==> src/rtl/arcade_key_mapper_if.sv <==
// Host-side bus from hps_io into the key mapper: PS/2 key events plus the keymap write port.
interface arcade_key_mapper_if #(
    parameter int unsigned NUM_BTN = 16
);
    localparam int unsigned IW = (NUM_BTN > 1) ? $clog2(NUM_BTN) : 1;

    logic [10:0]   ps2_key;
    logic          map_wr;
    logic [IW-1:0] map_idx;
    logic [10:0]   map_data;

    modport master (output ps2_key, map_wr, map_idx, map_data);
    modport slave  (input  ps2_key, map_wr, map_idx, map_data);
endinterface

==> src/rtl/arcade_key_mapper.sv <==
// Runtime-loadable PS/2 keymap merged with joystick bits, followed by per-button
// autofire and pulse stretching; all button levels registered in clk_sys.
module arcade_key_mapper #(
    parameter int unsigned NUM_BTN   = 16,
    parameter int unsigned AF_DIV    = 550000,
    parameter int unsigned PULSE_LEN = 1100000
) (
    input  logic                 clk_sys,
    input  logic                 reset_n,
    arcade_key_mapper_if.slave   keys,
    input  logic [NUM_BTN-1:0]   joy_in,
    input  logic [NUM_BTN-1:0]   af_en,
    input  logic [NUM_BTN-1:0]   pulse_en,
    output logic [NUM_BTN-1:0]   btn_out
);
    localparam int unsigned AW = (AF_DIV > 1) ? $clog2(AF_DIV) : 1;
    localparam int unsigned CW = $clog2(PULSE_LEN);
    localparam logic [AW-1:0] AF_LAST    = AW'(AF_DIV - 1);
    localparam logic [CW-1:0] PULSE_LOAD = CW'(PULSE_LEN - 1);

    logic               old_toggle;
    logic [NUM_BTN-1:0] map_valid;
    logic [NUM_BTN-1:0] map_ign;
    logic [8:0]         map_code [NUM_BTN];
    logic [NUM_BTN-1:0] key_state;
    logic [AW-1:0]      af_cnt;
    logic               af_phase;
    logic [NUM_BTN-1:0] af_prev;
    logic [CW-1:0]      pulse_cnt [NUM_BTN];

    logic               ps2_event;
    logic               af_active;
    logic [NUM_BTN-1:0] match;
    logic [NUM_BTN-1:0] held;
    logic [NUM_BTN-1:0] af_out;
    logic [NUM_BTN-1:0] rise;
    logic [NUM_BTN-1:0] stage;

    // Keymap match, merge, autofire gating and pulse-stage output.
    always_comb begin
        ps2_event = keys.ps2_key[10] != old_toggle;
        held      = key_state | joy_in;
        af_active = |(held & af_en);
        match     = '0;
        af_out    = '0;
        rise      = '0;
        stage     = '0;
        for (int i = 0; i < int'(NUM_BTN); i++) begin
            match[i]  = map_valid[i]
                        && (map_code[i][7:0] == keys.ps2_key[7:0])
                        && (map_ign[i] || (map_code[i][8] == keys.ps2_key[8]));
            af_out[i] = held[i] & (af_en[i] ? af_phase : 1'b1);
            rise[i]   = af_out[i] & ~af_prev[i];
            stage[i]  = pulse_en[i] ? ((pulse_cnt[i] != '0) | rise[i]) : af_out[i];
        end
    end

    always_ff @(posedge clk_sys) begin
        if (!reset_n) begin
            old_toggle <= keys.ps2_key[10];
            map_valid  <= '0;
            map_ign    <= '0;
            key_state  <= '0;
            af_cnt     <= '0;
            af_phase   <= 1'b1;
            af_prev    <= '0;
            btn_out    <= '0;
            for (int i = 0; i < int'(NUM_BTN); i++) begin
                map_code[i]  <= '0;
                pulse_cnt[i] <= '0;
            end
        end else begin
            old_toggle <= keys.ps2_key[10];

            // Matching uses the table as it stood before any same-cycle write.
            if (ps2_event) begin
                for (int i = 0; i < int'(NUM_BTN); i++) begin
                    if (match[i]) key_state[i] <= keys.ps2_key[9];
                end
            end

            if (keys.map_wr && (32'(keys.map_idx) < NUM_BTN)) begin
                map_valid[keys.map_idx] <= keys.map_data[10];
                map_ign[keys.map_idx]   <= keys.map_data[9];
                map_code[keys.map_idx]  <= keys.map_data[8:0];
            end

            // Parked at phase 1 while idle so the first autofire press fires at once.
            if (!af_active) begin
                af_cnt   <= '0;
                af_phase <= 1'b1;
            end else if (af_cnt == AF_LAST) begin
                af_cnt   <= '0;
                af_phase <= ~af_phase;
            end else begin
                af_cnt <= af_cnt + AW'(1);
            end

            for (int i = 0; i < int'(NUM_BTN); i++) begin
                if (!pulse_en[i])
                    pulse_cnt[i] <= '0;
                else if (pulse_cnt[i] != '0)
                    pulse_cnt[i] <= pulse_cnt[i] - CW'(1);
                else if (rise[i])
                    pulse_cnt[i] <= PULSE_LOAD;
            end

            af_prev <= af_out;
            btn_out <= stage;
        end
    end
endmodule
==> src/flat_wrapper.sv <==
// flat-port wrapper written by rule: the top's interface ports become plain ports
module arcade_key_mapper_flat 
#(
    parameter int unsigned NUM_BTN   = 16,
    parameter int unsigned AF_DIV    = 550000,
    parameter int unsigned PULSE_LEN = 1100000
)
  (clk_sys, reset_n, joy_in, af_en, pulse_en, btn_out, keys_ps2_key, keys_map_wr, keys_map_idx, keys_map_data);
  arcade_key_mapper_if #(.NUM_BTN(NUM_BTN)) keys_i ();
  input  logic clk_sys;
  input  logic reset_n;
  input  logic [NUM_BTN-1:0] joy_in;
  input  logic [NUM_BTN-1:0] af_en;
  input  logic [NUM_BTN-1:0] pulse_en;
  output logic [NUM_BTN-1:0] btn_out;
  input wire logic [$bits(keys_i.ps2_key)-1:0] keys_ps2_key;
  input wire logic [$bits(keys_i.map_wr)-1:0] keys_map_wr;
  input wire logic [$bits(keys_i.map_idx)-1:0] keys_map_idx;
  input wire logic [$bits(keys_i.map_data)-1:0] keys_map_data;
  assign keys_i.ps2_key = keys_ps2_key;
  assign keys_i.map_wr = keys_map_wr;
  assign keys_i.map_idx = keys_map_idx;
  assign keys_i.map_data = keys_map_data;
  arcade_key_mapper #(.NUM_BTN(NUM_BTN), .AF_DIV(AF_DIV), .PULSE_LEN(PULSE_LEN)) u_core (.clk_sys(clk_sys), .reset_n(reset_n), .keys(keys_i), .joy_in(joy_in), .af_en(af_en), .pulse_en(pulse_en), .btn_out(btn_out));
endmodule
==> config.mk <==
export PLATFORM = sky130hd
export DESIGN_NAME = arcade_key_mapper_flat
export DESIGN_NICKNAME = d
export VERILOG_FILES = /design/src/rtl/arcade_key_mapper_if.sv /design/src/rtl/arcade_key_mapper.sv /design/src/flat_wrapper.sv
export SDC_FILE = /design/constraint.sdc
export NUM_CORES = 1
export LEC_CHECK = 0
export ABC_AREA = 1
export CORE_ASPECT_RATIO = 0.5
export CORE_MARGIN = 2
export CORE_UTILIZATION = 48
export CTS_BUF_LIST = sky130_fd_sc_hd__clkbuf_4 sky130_fd_sc_hd__clkbuf_8 sky130_fd_sc_hd__clkbuf_16
export CTS_CLUSTER_DIAMETER = 150
export DETAILED_ROUTE_END_ITERATION = 16
export DONT_BUFFER_PORTS = 1
export MAX_ROUTING_LAYER = met4
export PLACE_DENSITY_LB_ADDON = 0.05
export SYNTH_ARGS = -nofsm -noshare
export SYNTH_HDL_FRONTEND = slang
export SYNTH_SLANG_ARGS = --single-unit
==> constraint.sdc <==
create_clock -name clk_sys -period 4.9 [get_ports clk_sys]
set_input_delay 0.98 -clock clk_sys [delete_from_list [all_inputs] [get_ports clk_sys]]
set_output_delay 0.98 -clock clk_sys [all_outputs]
set_load 0.005 [all_outputs]
* Yosys cells after proc, flatten, opt, wreduce, memory -nomap -nowiden *
Memory sizes are Yosys's and may differ from the RTL's.
Index checks and enable logic that the tools add are counted.

storage, ports and cells
  bits in registers = 102
  logic and storage cells = 563
  bits of input ports = 77
  memories kept = 2
  RAM bits = 480

cells by class
  reductions and logical operators = 85
  order comparisons = 2
  equality and inequality tests = 34
  bitwise logic cells = 117
  $add $sub $neg = 17
  mux-type cells = 283

memory list
  memory            depth  width  rd ports  clocked after memory_dff  write ports  line                     text
  u_core.pulse_cnt  16     21     16        0                         16           arcade_key_mapper.sv:29  logic [CW-1:0] pulse_cnt [NUM_BTN];
  u_core.map_code   16     9      16        0                         16           arcade_key_mapper.sv:24  logic [8:0] map_code [NUM_BTN];

operator list
  cell                     count
  $mux W21                 48
  $reduce_bool A21 Y1      16
  $sub A21 B1 Y21 const B  16
  $mux W1                  230
  $eq A8 B8 Y1             16
  $or A1 B1 Y1             64
  $reduce_and A2 Y1        17
  $logic_and A1 B1 Y1      33
  $and A1 B1 Y1            32
  $bwmux W16               2
  $add A20 B1 Y20 const B  1
  $eq A20 B20 Y1 const B   1
  $not A1 Y1               19
  $and A16 B16 Y16         1
  $eq A1 B1 Y1             16
  $logic_or A1 B1 Y1       16
  $or A16 B16 Y16          1
  $reduce_or A16 Y1        1
  $mux W9                  1
  $reduce_or A9 Y1         1
  $lt A4 B5 Y1 const B     1
  $demux W1 S4             1
  $ge A4 B1 Y1 const B     1
  $mux W4                  1
  2 further kinds          2

* Longest topological paths before layout *
Gate-level depths: netlist (run 1).

  word-level depth = 9
  mapped depth = 11

* Worst setup path before layout (run 1) *
OpenSTA, ideal clock, no wires.

  path kind = input-to-reg
  from = in reset_n
  to = mem u_core.pulse_cnt[0][105] (netlist bit) (enable)
  path slack = 2.137 ns
  data arrival time = 2.256 ns
  library setup time = 0.507 ns
  cell stages on the path = 5
  data required time = 4.393 ns
  path through = clkbuf_2 buf_4 buf_2 buf_2 nand4_1

RTL lines
  element          line                     text
  start, declared  flat_wrapper.sv:11       input logic reset_n;
  end, declared    arcade_key_mapper.sv:29

==> results, run 1 <==
- In this run, post-CTS hold repair placed 0 buffers.
- Routed signal wires occupy layers up through met4.
- In this run the standard cell core region covers 67100 um^2.
- Setup repair after global routing left no endpoint under its margin.
- The sequential fraction of design power is 35.0%.
- The effective utilization at floorplan is 48.6%.
- Setup violations remaining at the end of the flow were counted as 0.
- Net switching is 42.1% of the power.
- Summing all placed instances gives a cell area of 33200 um^2.
- The worst hold path was traced through 0 stages.
- The number of diodes is 0.
- Global routing used 23.5% of the available tracks across all layers.
- The kind of path behind the tightest hold check is input port to flop.
- The sum of routed wire segments on met1 is 36800 um.
- Detailed placement ended at an HPWL of 52400 um.
- The number of DRC markers after the initial detailed-route iteration is 1803.
- Setup total negative slack on the finished layout was measured at 0 ns.
- In the post-synthesis netlist, the biggest area contributors are sky130_fd_sc_hd__edfxtp_1 44%, sky130_fd_sc_hd__nand2_1 12%, sky130_fd_sc_hd__nor2_1 11%, sky130_fd_sc_hd__dfxtp_1 6.3%, sky130_fd_sc_hd__inv_1 5.4%.
- The top cell type's share of synthesized area is 44.2%.
- The post-synthesis instance total is 4135.
- Summing the sequential cell areas from Yosys gives 50.5% of the chip area.
- The CTS tree is yes.
- At the pin with the least slew margin, the transition time is 1.19 ns.
- For this run, asynchronously set or reset flops after synthesis account for 0%.
- The worst register-to-register path has a depth of 6.
- After filler insertion, the fill cell instance count of the layout stands at 6383.
- Entering global routing, the biggest net connects 115 pins.
- The required arrival time at the worst endpoint is 5.15 ns.
- The warning count from the yosys run is 0.
- The congestion estimate from routability-driven global placement came to 0.846.
- The worst setup path category is flop to flop.
- The met2 layer wire length in the routed design is 36800 um.
- The top-level I/O count is 93.
- The net switching component of the power is 0.00945 W.
- The fraction of the cycle the final worst path needs is 56.1%.
- The cell chosen for the clock root is sky130_fd_sc_hd__clkbuf_16.
- The largest fanout of any net on the critical path is 21.
- The worst-case clock skew is 0.0217 ns.
- The final non-filler cell total is 5034.
- The final period demand of the worst path is 2.75 ns.
- The count of unique library cells instantiated by Yosys is 48.
- The library cell used most frequently in the layout, excluding fill and tap cells, is sky130_fd_sc_hd__nand2_1.
- Clock tree synthesis inserted a total of 56 buffers.
- From left edge to right edge, the die measures 372 um.
- The part of the total power dissipated in combinational logic is 44.8%.
- The count of buffers from port buffering is 0.
- For this run the aggregate overflow at the end of global routing stands at 0.
- From synthesis to final layout, the design area changed by 7.56%.
- For this run, design rule violations remaining after detail routing come to 0.
- The row count is 67.
- The endpoint class of the critical path is a flop.
- The floorplan step set the die height to 188 um.
- The first-pass detailed-route iteration total is 5.
- The finished layout cell area is 35000 um^2.
- In this run, synthesis produced a sequential element count of 582.
- STA puts the critical path data arrival time at 3.00 ns.
- The buffer count from post-CTS setup fixing is 0.
- The run finished with clean final reports.
- The achievable frequency is 0.364 GHz.
- The wire length after detailed routing is 79900 um.
- The instance count after placement with tap cells included is 4930.
- The share of total power dissipated in the clock network is 20.2%.
- The commonest register cell after synthesis is sky130_fd_sc_hd__edfxtp_1.
- STA classifies the critical path startpoint as a flop.
- The detailed-route wire length per cell is 15.9 um.
- Dividing the detail-routed via count by the number of cells gives 5.17.
- The leakage power of the design is 15.9 nW.
- The routed length on met3 is 4530 um.
- The net count after synthesis is 4244.
- In this run, post-CTS repair resized a total of 0 instances.
- In this run the cell area of the synthesized design comes to 32600 um^2.
- The clock transition at the registers of the reported paths is 0.06 ns.
- The clock insertion delay at the later pin of the skew report is 0.63 ns.
- The number of hold violations in the final report is 0.
- The maximum VDD drop is 0.325 mV.
- The dominant cell type by area after synthesis is sky130_fd_sc_hd__edfxtp_1.
- Yosys mapped a number of flops with a built-in enable equal to 480.
- At the end of the flow, the number of nets in the layout was 4200.
- Detailed routing inserted a total of 26000 vias.
- In this run the number of H-tree levels came out at 2.
- Headroom to the max-slew limit came out at 20.7%.
- The number of max-slew violations in the final report is 0.
- The initial antenna violation count is 0.
- Internal power comes to 0.0130 W.
- The power density over the cells is 640 nW/um^2.
- Once detail routing completed, the nets flagged for antenna violations numbered 0.
- The first global-routing pass estimated 128000 um of wire.
- No sink is reached through more buffers than the 3 on the longest clock path.
- The via count of the first global-routing pass is 24700.
- In this run the mean area of a mapped cell was 7.88 um^2.
- The total die area is 70100 um^2.
- The share of post-route cells with drive strength above 1 is 4.67%.
- The total number of clock tree sinks is 582.
- Across the run, the number of max-cap violations was 0.
- The library cells used most frequently in the layout, excluding fill and tap cells, are 1014 x sky130_fd_sc_hd__nand2_1, 912 x sky130_fd_sc_hd__nor2_1, 480 x sky130_fd_sc_hd__edfxtp_1, 467 x sky130_fd_sc_hd__inv_1, 219 x sky130_fd_sc_hd__o21ai_0.
## cell usage after synthesis, types with 2 or more instances
master                     count
sky130_fd_sc_hd__nand2_1    1014
sky130_fd_sc_hd__nor2_1      912
sky130_fd_sc_hd__edfxtp_1    480
sky130_fd_sc_hd__inv_1       467
sky130_fd_sc_hd__o21ai_0     219
sky130_fd_sc_hd__nand3_1     216
sky130_fd_sc_hd__a21oi_1     135
sky130_fd_sc_hd__xor2_1      104
sky130_fd_sc_hd__dfxtp_1     102
sky130_fd_sc_hd__nand4_1      75
sky130_fd_sc_hd__xnor2_1      63
sky130_fd_sc_hd__buf_2        54
sky130_fd_sc_hd__nor3_1       50
sky130_fd_sc_hd__ha_1         32
sky130_fd_sc_hd__nor2_2       28
sky130_fd_sc_hd__clkbuf_1     26
sky130_fd_sc_hd__or2_2        22
sky130_fd_sc_hd__buf_4        14
sky130_fd_sc_hd__o21ai_2      12
sky130_fd_sc_hd__nand2_2      10
sky130_fd_sc_hd__o22ai_1       9
sky130_fd_sc_hd__or2_0         8
sky130_fd_sc_hd__buf_6         7
sky130_fd_sc_hd__nand3b_1      7
sky130_fd_sc_hd__o21bai_1      7
sky130_fd_sc_hd__o22a_1        6
sky130_fd_sc_hd__o21ai_1       5
sky130_fd_sc_hd__and2_1        4
sky130_fd_sc_hd__and3_1        4
sky130_fd_sc_hd__inv_2         4
sky130_fd_sc_hd__nor2_4        4
sky130_fd_sc_hd__nor3b_1       4
sky130_fd_sc_hd__nor4_1        4
sky130_fd_sc_hd__o211ai_1      4
sky130_fd_sc_hd__clkbuf_2      3
sky130_fd_sc_hd__nand3_2       3
sky130_fd_sc_hd__a21oi_2       2
sky130_fd_sc_hd__a31oi_1       2
sky130_fd_sc_hd__buf_1         2
sky130_fd_sc_hd__nand2_4       2
sky130_fd_sc_hd__o31ai_1       2
## per-layer routing
metal / track usage, % / up-vias
met5: - / -
met4: 6.05 / 0
met3: 4.20 / 113
met2: 37.9 / 527
met1: 30.6 / 12200
li1: - / 13300
## metrics by stage
stage	hold WS (ns)	setup WS (ns)	total power [W]	util [%]
final	0.383	2.15	0.0224	52.3
after global routing	0.362	1.85	0.0245	52.3
after global placement	0.462	1.77	0.0178	49.4
after floorplan	0.441	2.14	0.0159	-
after CTS	0.354	2.14	0.0225	52.3
after detailed placement	0.465	1.75	0.0179	49.4
## sequential cells by signal, summed over array words and instances, names as in the netlist
name and flops:
u_core.key_state 16, u_core.af_prev 16, u_core.map_valid 16, u_core.map_code 144, u_core.af_phase 1, u_core.old_toggle 1, u_core.pulse_cnt 336, u_core.btn_out 16
u_core.map_ign 16, u_core.af_cnt 20
## power groups by stage
| stage | Sequential, W | Combinational [W] | Clock, W |
|---|---|---|---|
| floorplan | 0.00767 | 0.00822 | 0 |
| global placement | 0.00791 | 0.00986 | 0 |
| detailed placement | 0.00794 | 0.00998 | 0 |
| CTS | 0.00785 | 0.0100 | 0.00464 |
| global route | 0.00802 | 0.0117 | 0.00482 |
| finish | 0.00785 | 0.0100 | 0.00454 |
## cells by family after synthesis
logic type	after synthesis	share of synthesized area, %
adders and majority gates	32	1.23
AOI/OAI and AO/OA	405	6.61
DFF	582	50.5
buffers and inverters	578	7.20
and+or+nand+nor	2371	30.0
xor gates and xnor gates	167	4.49
## path summary, 6_finish.rpt
kind                               to  slack (ns)         startpoint
max          u_core.pulse_cnt[1][107]        2.15    u_core.af_phase
min                 u_core.old_toggle        0.38   keys_ps2_key[10]
max reg2reg  u_core.pulse_cnt[1][107]        2.15    u_core.af_phase
min reg2reg         u_core.map_ign[6]        0.47  u_core.map_ign[6]
## final cells by class
cell class | count | area (um^2) | share of cell area (%)
Inverter | 472 | 1770 | 5.06
Multi-Input combinational cell | 2975 | 13800 | 39.3
Clock buffer | 85 | 1690 | 4.83
Sequential cell | 582 | 16500 | 47.0
Clock inverter | 19 | 193 | 0.550
Timing Repair Buffer | 4 | 30.0 | 0.0857
Tap cell | 897 | 1120 | 3.20
## worst max-delay path, cell delays in order, from the launching register on
cell and delay, ns:
sky130_fd_sc_hd__dfxtp_1 0.46, sky130_fd_sc_hd__inv_2 0.20, sky130_fd_sc_hd__a21oi_1 0.58, sky130_fd_sc_hd__inv_1 0.19
sky130_fd_sc_hd__o21ai_0 0.19, sky130_fd_sc_hd__nor2_1 0.08, sky130_fd_sc_hd__nand2_1 0.67
No activity file was read; power rests on OpenSTA's default activity.
==> run 2: changes to the inputs <==
- clock period: 4.9 -> 2.4 ns (I/O delays scaled with it)
==> results, run 2 (synthesis gave the netlist of run 1 again) <==
- In this run the remaining antenna-violating nets after routing total 0.
- The weighted congestion at the end of routability-driven global placement is 0.862.
- In the layout the commonest cells are 1014 x sky130_fd_sc_hd__nand2_1, 912 x sky130_fd_sc_hd__nor2_1, 480 x sky130_fd_sc_hd__edfxtp_1, 467 x sky130_fd_sc_hd__inv_1, 219 x sky130_fd_sc_hd__o21ai_0.
- Clock tree synthesis found a total of 582 sinks.
- The number of buffers created by CTS is 56.
- The max-slew headroom at the worst pin is 45.9%.
- Across all register-to-register paths, the minimum setup slack is 0.23 ns.
- The source of the critical timing path is u_core.af_phase.
- In the finished design, the share of the clock period the worst path needs comes to 90.5%.
- The pin count of the biggest net entering global routing is 115.
- For this block, the initial DRC count from the detailed router was 2237.
- After floorplanning, the core was divided into 67 placement rows.
- The origin of the worst min-delay path is pulse_en[3].
- The sum of negative setup slack is 0 ns.
- The HPWL after detailed placement is 54500 um.
- Setup repair after global routing left no endpoint under its margin.
- In this run the clock root is driven by a sky130_fd_sc_hd__clkbuf_16.
- The first-pass detailed-route iteration total is 6.
- The flow ran to the end, and the final reports show no timing, DRC or antenna violations.
- The wire length after detailed routing is 80600 um.
- The core region area is 67100 um^2.
- Counting along the longest clock path gives a buffer depth of 3.
- The die covers 70100 um^2.
- The required arrival time at the worst endpoint is 2.69 ns.
- IR analysis of the VDD net gives a maximum drop of 0.688 mV.
- The signed area change from the synthesized netlist to the final layout is 9.47%.
- The number of hold violations in the final report is 0.
- After global routing the overflow that remains totals 0.
- The endpoint of the worst-slack reg-to-reg timing path is u_core.pulse_cnt[0][159].
- The overall track demand over capacity in global routing is 23.9%.
- The CTS tree is yes.
- The data arrival time of the worst path is 2.46 ns.
- For this block, the via count after detailed routing is 26400.
- The number of remaining DRC errors is 0.
- CTS built an H-tree with a depth of 2.
- The most numerous cell on the critical path is sky130_fd_sc_hd__inv_1.
- After the last flow step, the layout net total stands at 4276.
- The number of vias per cell after detailed routing is 5.17.
- Leaving out fill and tap cells, the most frequent cell in the layout is sky130_fd_sc_hd__nand2_1.
- Timing would allow up to 0.460 GHz.
- The buffer count from post-CTS setup fixing is 0.
- The worst hold path belongs to the class input port to flop.
- The endpoint class of the critical path is a flop.
- The number of diodes is 0.
- The worst register-to-register path begins at u_core.af_phase.
- Clock-pin slew was measured on the worst setup and hold paths at 0.07 ns.
- The startpoint class of the critical path is a flop.
- The die boundary height is 188 um.
- The sum of buffers and inverters on the critical path is 4.
- The detailed-route wire length per cell is 15.8 um.
- The clock reaches the later pin of the worst-skew pair after 0.63 ns.
- The hold path depth is 2.
- The largest fanout of any net on the critical path is 21.
- The tool flagged a number of max-cap violations equal to 0.
- Once layout is complete, the cells apart from fillers number 5109.
- The die width is 372 um.
- The wire length of the first global-routing pass is 130000 um.
- The via count of the first global-routing pass came to 24800.
- Cells with a size suffix above 1 make up 6.29% of the layout.
- The worst min-delay path endpoint is u_core.btn_out[3].
- Traced cell by cell, the critical path runs through inv_2, a21oi_1, inv_1, o21ai_0, inv_1, nand4_1, buf_4.
- The register with the most flip-flops in the layout has 336 of them.
- The quantity of gates resized following cts is 0.
- For this design the ratio of total power to cell area is 1290 nW/um^2.
- The effective utilization at floorplan is 48.6%.
- The kind of cell with the highest combined delay along the critical path is compound AO/OA/AOI/OAI gates.
- The path depth of the worst reg2reg path is 7.
- The largest stage delay on the critical path is 0.45 ns.
- Clock skew on the completed layout was measured at 0.0180 ns.
- The number of placed instances, taps included, is 5005.
- Input and output buffers added on the ports amount to 0.
- The worst setup path category is flop to flop.
- The minimum setup slack in the final design is 0.228 ns.
- The number of max-slew violations in the final report is 0.
- The initial antenna violation count is 1.
- The worst setup slack before clock tree synthesis is 0.349 ns.
- The largest individual stage delay along the critical path comes from the cell sky130_fd_sc_hd__a21oi_1.
- For this run, the share of the core covered by cells in the final layout is 53.2%.
- The leakage power of the design is 16.2 nW.
- The largest registers in the layout are u_core.pulse_cnt: 336 flops, u_core.map_code: 144 flops, u_core.af_cnt: 20 flops.
- For the pin with the worst max-slew slack, the measured transition is 0.810 ns.
- For the finished layout, the period the worst path requires is 2.17 ns.
- The setup-violating endpoint count in the final report is 0.
- The power consumption is 0.0461 W.
- The register name with the most flops is u_core.pulse_cnt.
- 93 I/O pins were placed.
## run 2: layer usage
| layer | share of wire, % | wire (um) | track usage [%] |
|---|---|---|---|
| met1 | 46 | 37200 | 32.1 |
| met2 | 46 | 37100 | 38.0 |
| met3 | 5.6 | 4480 | 3.70 |
| met4 | 2.2 | 1770 | 5.85 |
| met5 | 0 | 0 | - |
## run 2: what timing repair did
item,CTS,global route
endpoints found under the hold margin,1,0
hold buffers,1,0
setup endpoints to repair,0,0
## run 2: worst max-delay path by stage
stage,end,depth (start not counted)
after CTS,u_core.pulse_cnt[0][155],7
after global placement,u_core.pulse_cnt[0][90],7
after floorplan,u_core.pulse_cnt[0][105],5
final,u_core.pulse_cnt[0][159],7
after global routing,u_core.pulse_cnt[0][35],8
after detailed placement,u_core.pulse_cnt[0][153],7
## run 2: layout make-up
class	instances	area, um^2
fill	6387	31400
sequential	582	16500
multi-input combinational	2975	13800
inverter	472	1770
clock buffer	78	1620
tap	897	1120
timing repair buffer	80	641
clock inverter	25	275
## run 2: power by group
| group | leakage, nW | total (W) | switching [W] | internal, W |
|---|---|---|---|---|
| Sequential | 6.24 | 0.0160 | 0.00188 | 0.0141 |
| Clock | 0.948 | 0.00940 | 0.00404 | 0.00535 |
| Combinational | 9.03 | 0.0207 | 0.0135 | 0.00725 |
| Total | 16.2 | 0.0461 | 0.0194 | 0.0267 |
## run 2: metrics by stage
stage,instance area (um^2),hold slack [ns]
final,35700,0.0543
after global routing,35700,0.00823
after CTS,35700,0.000978
after detailed placement,33800,0.462
after global placement,33800,0.461
after floorplan,32600,0.441
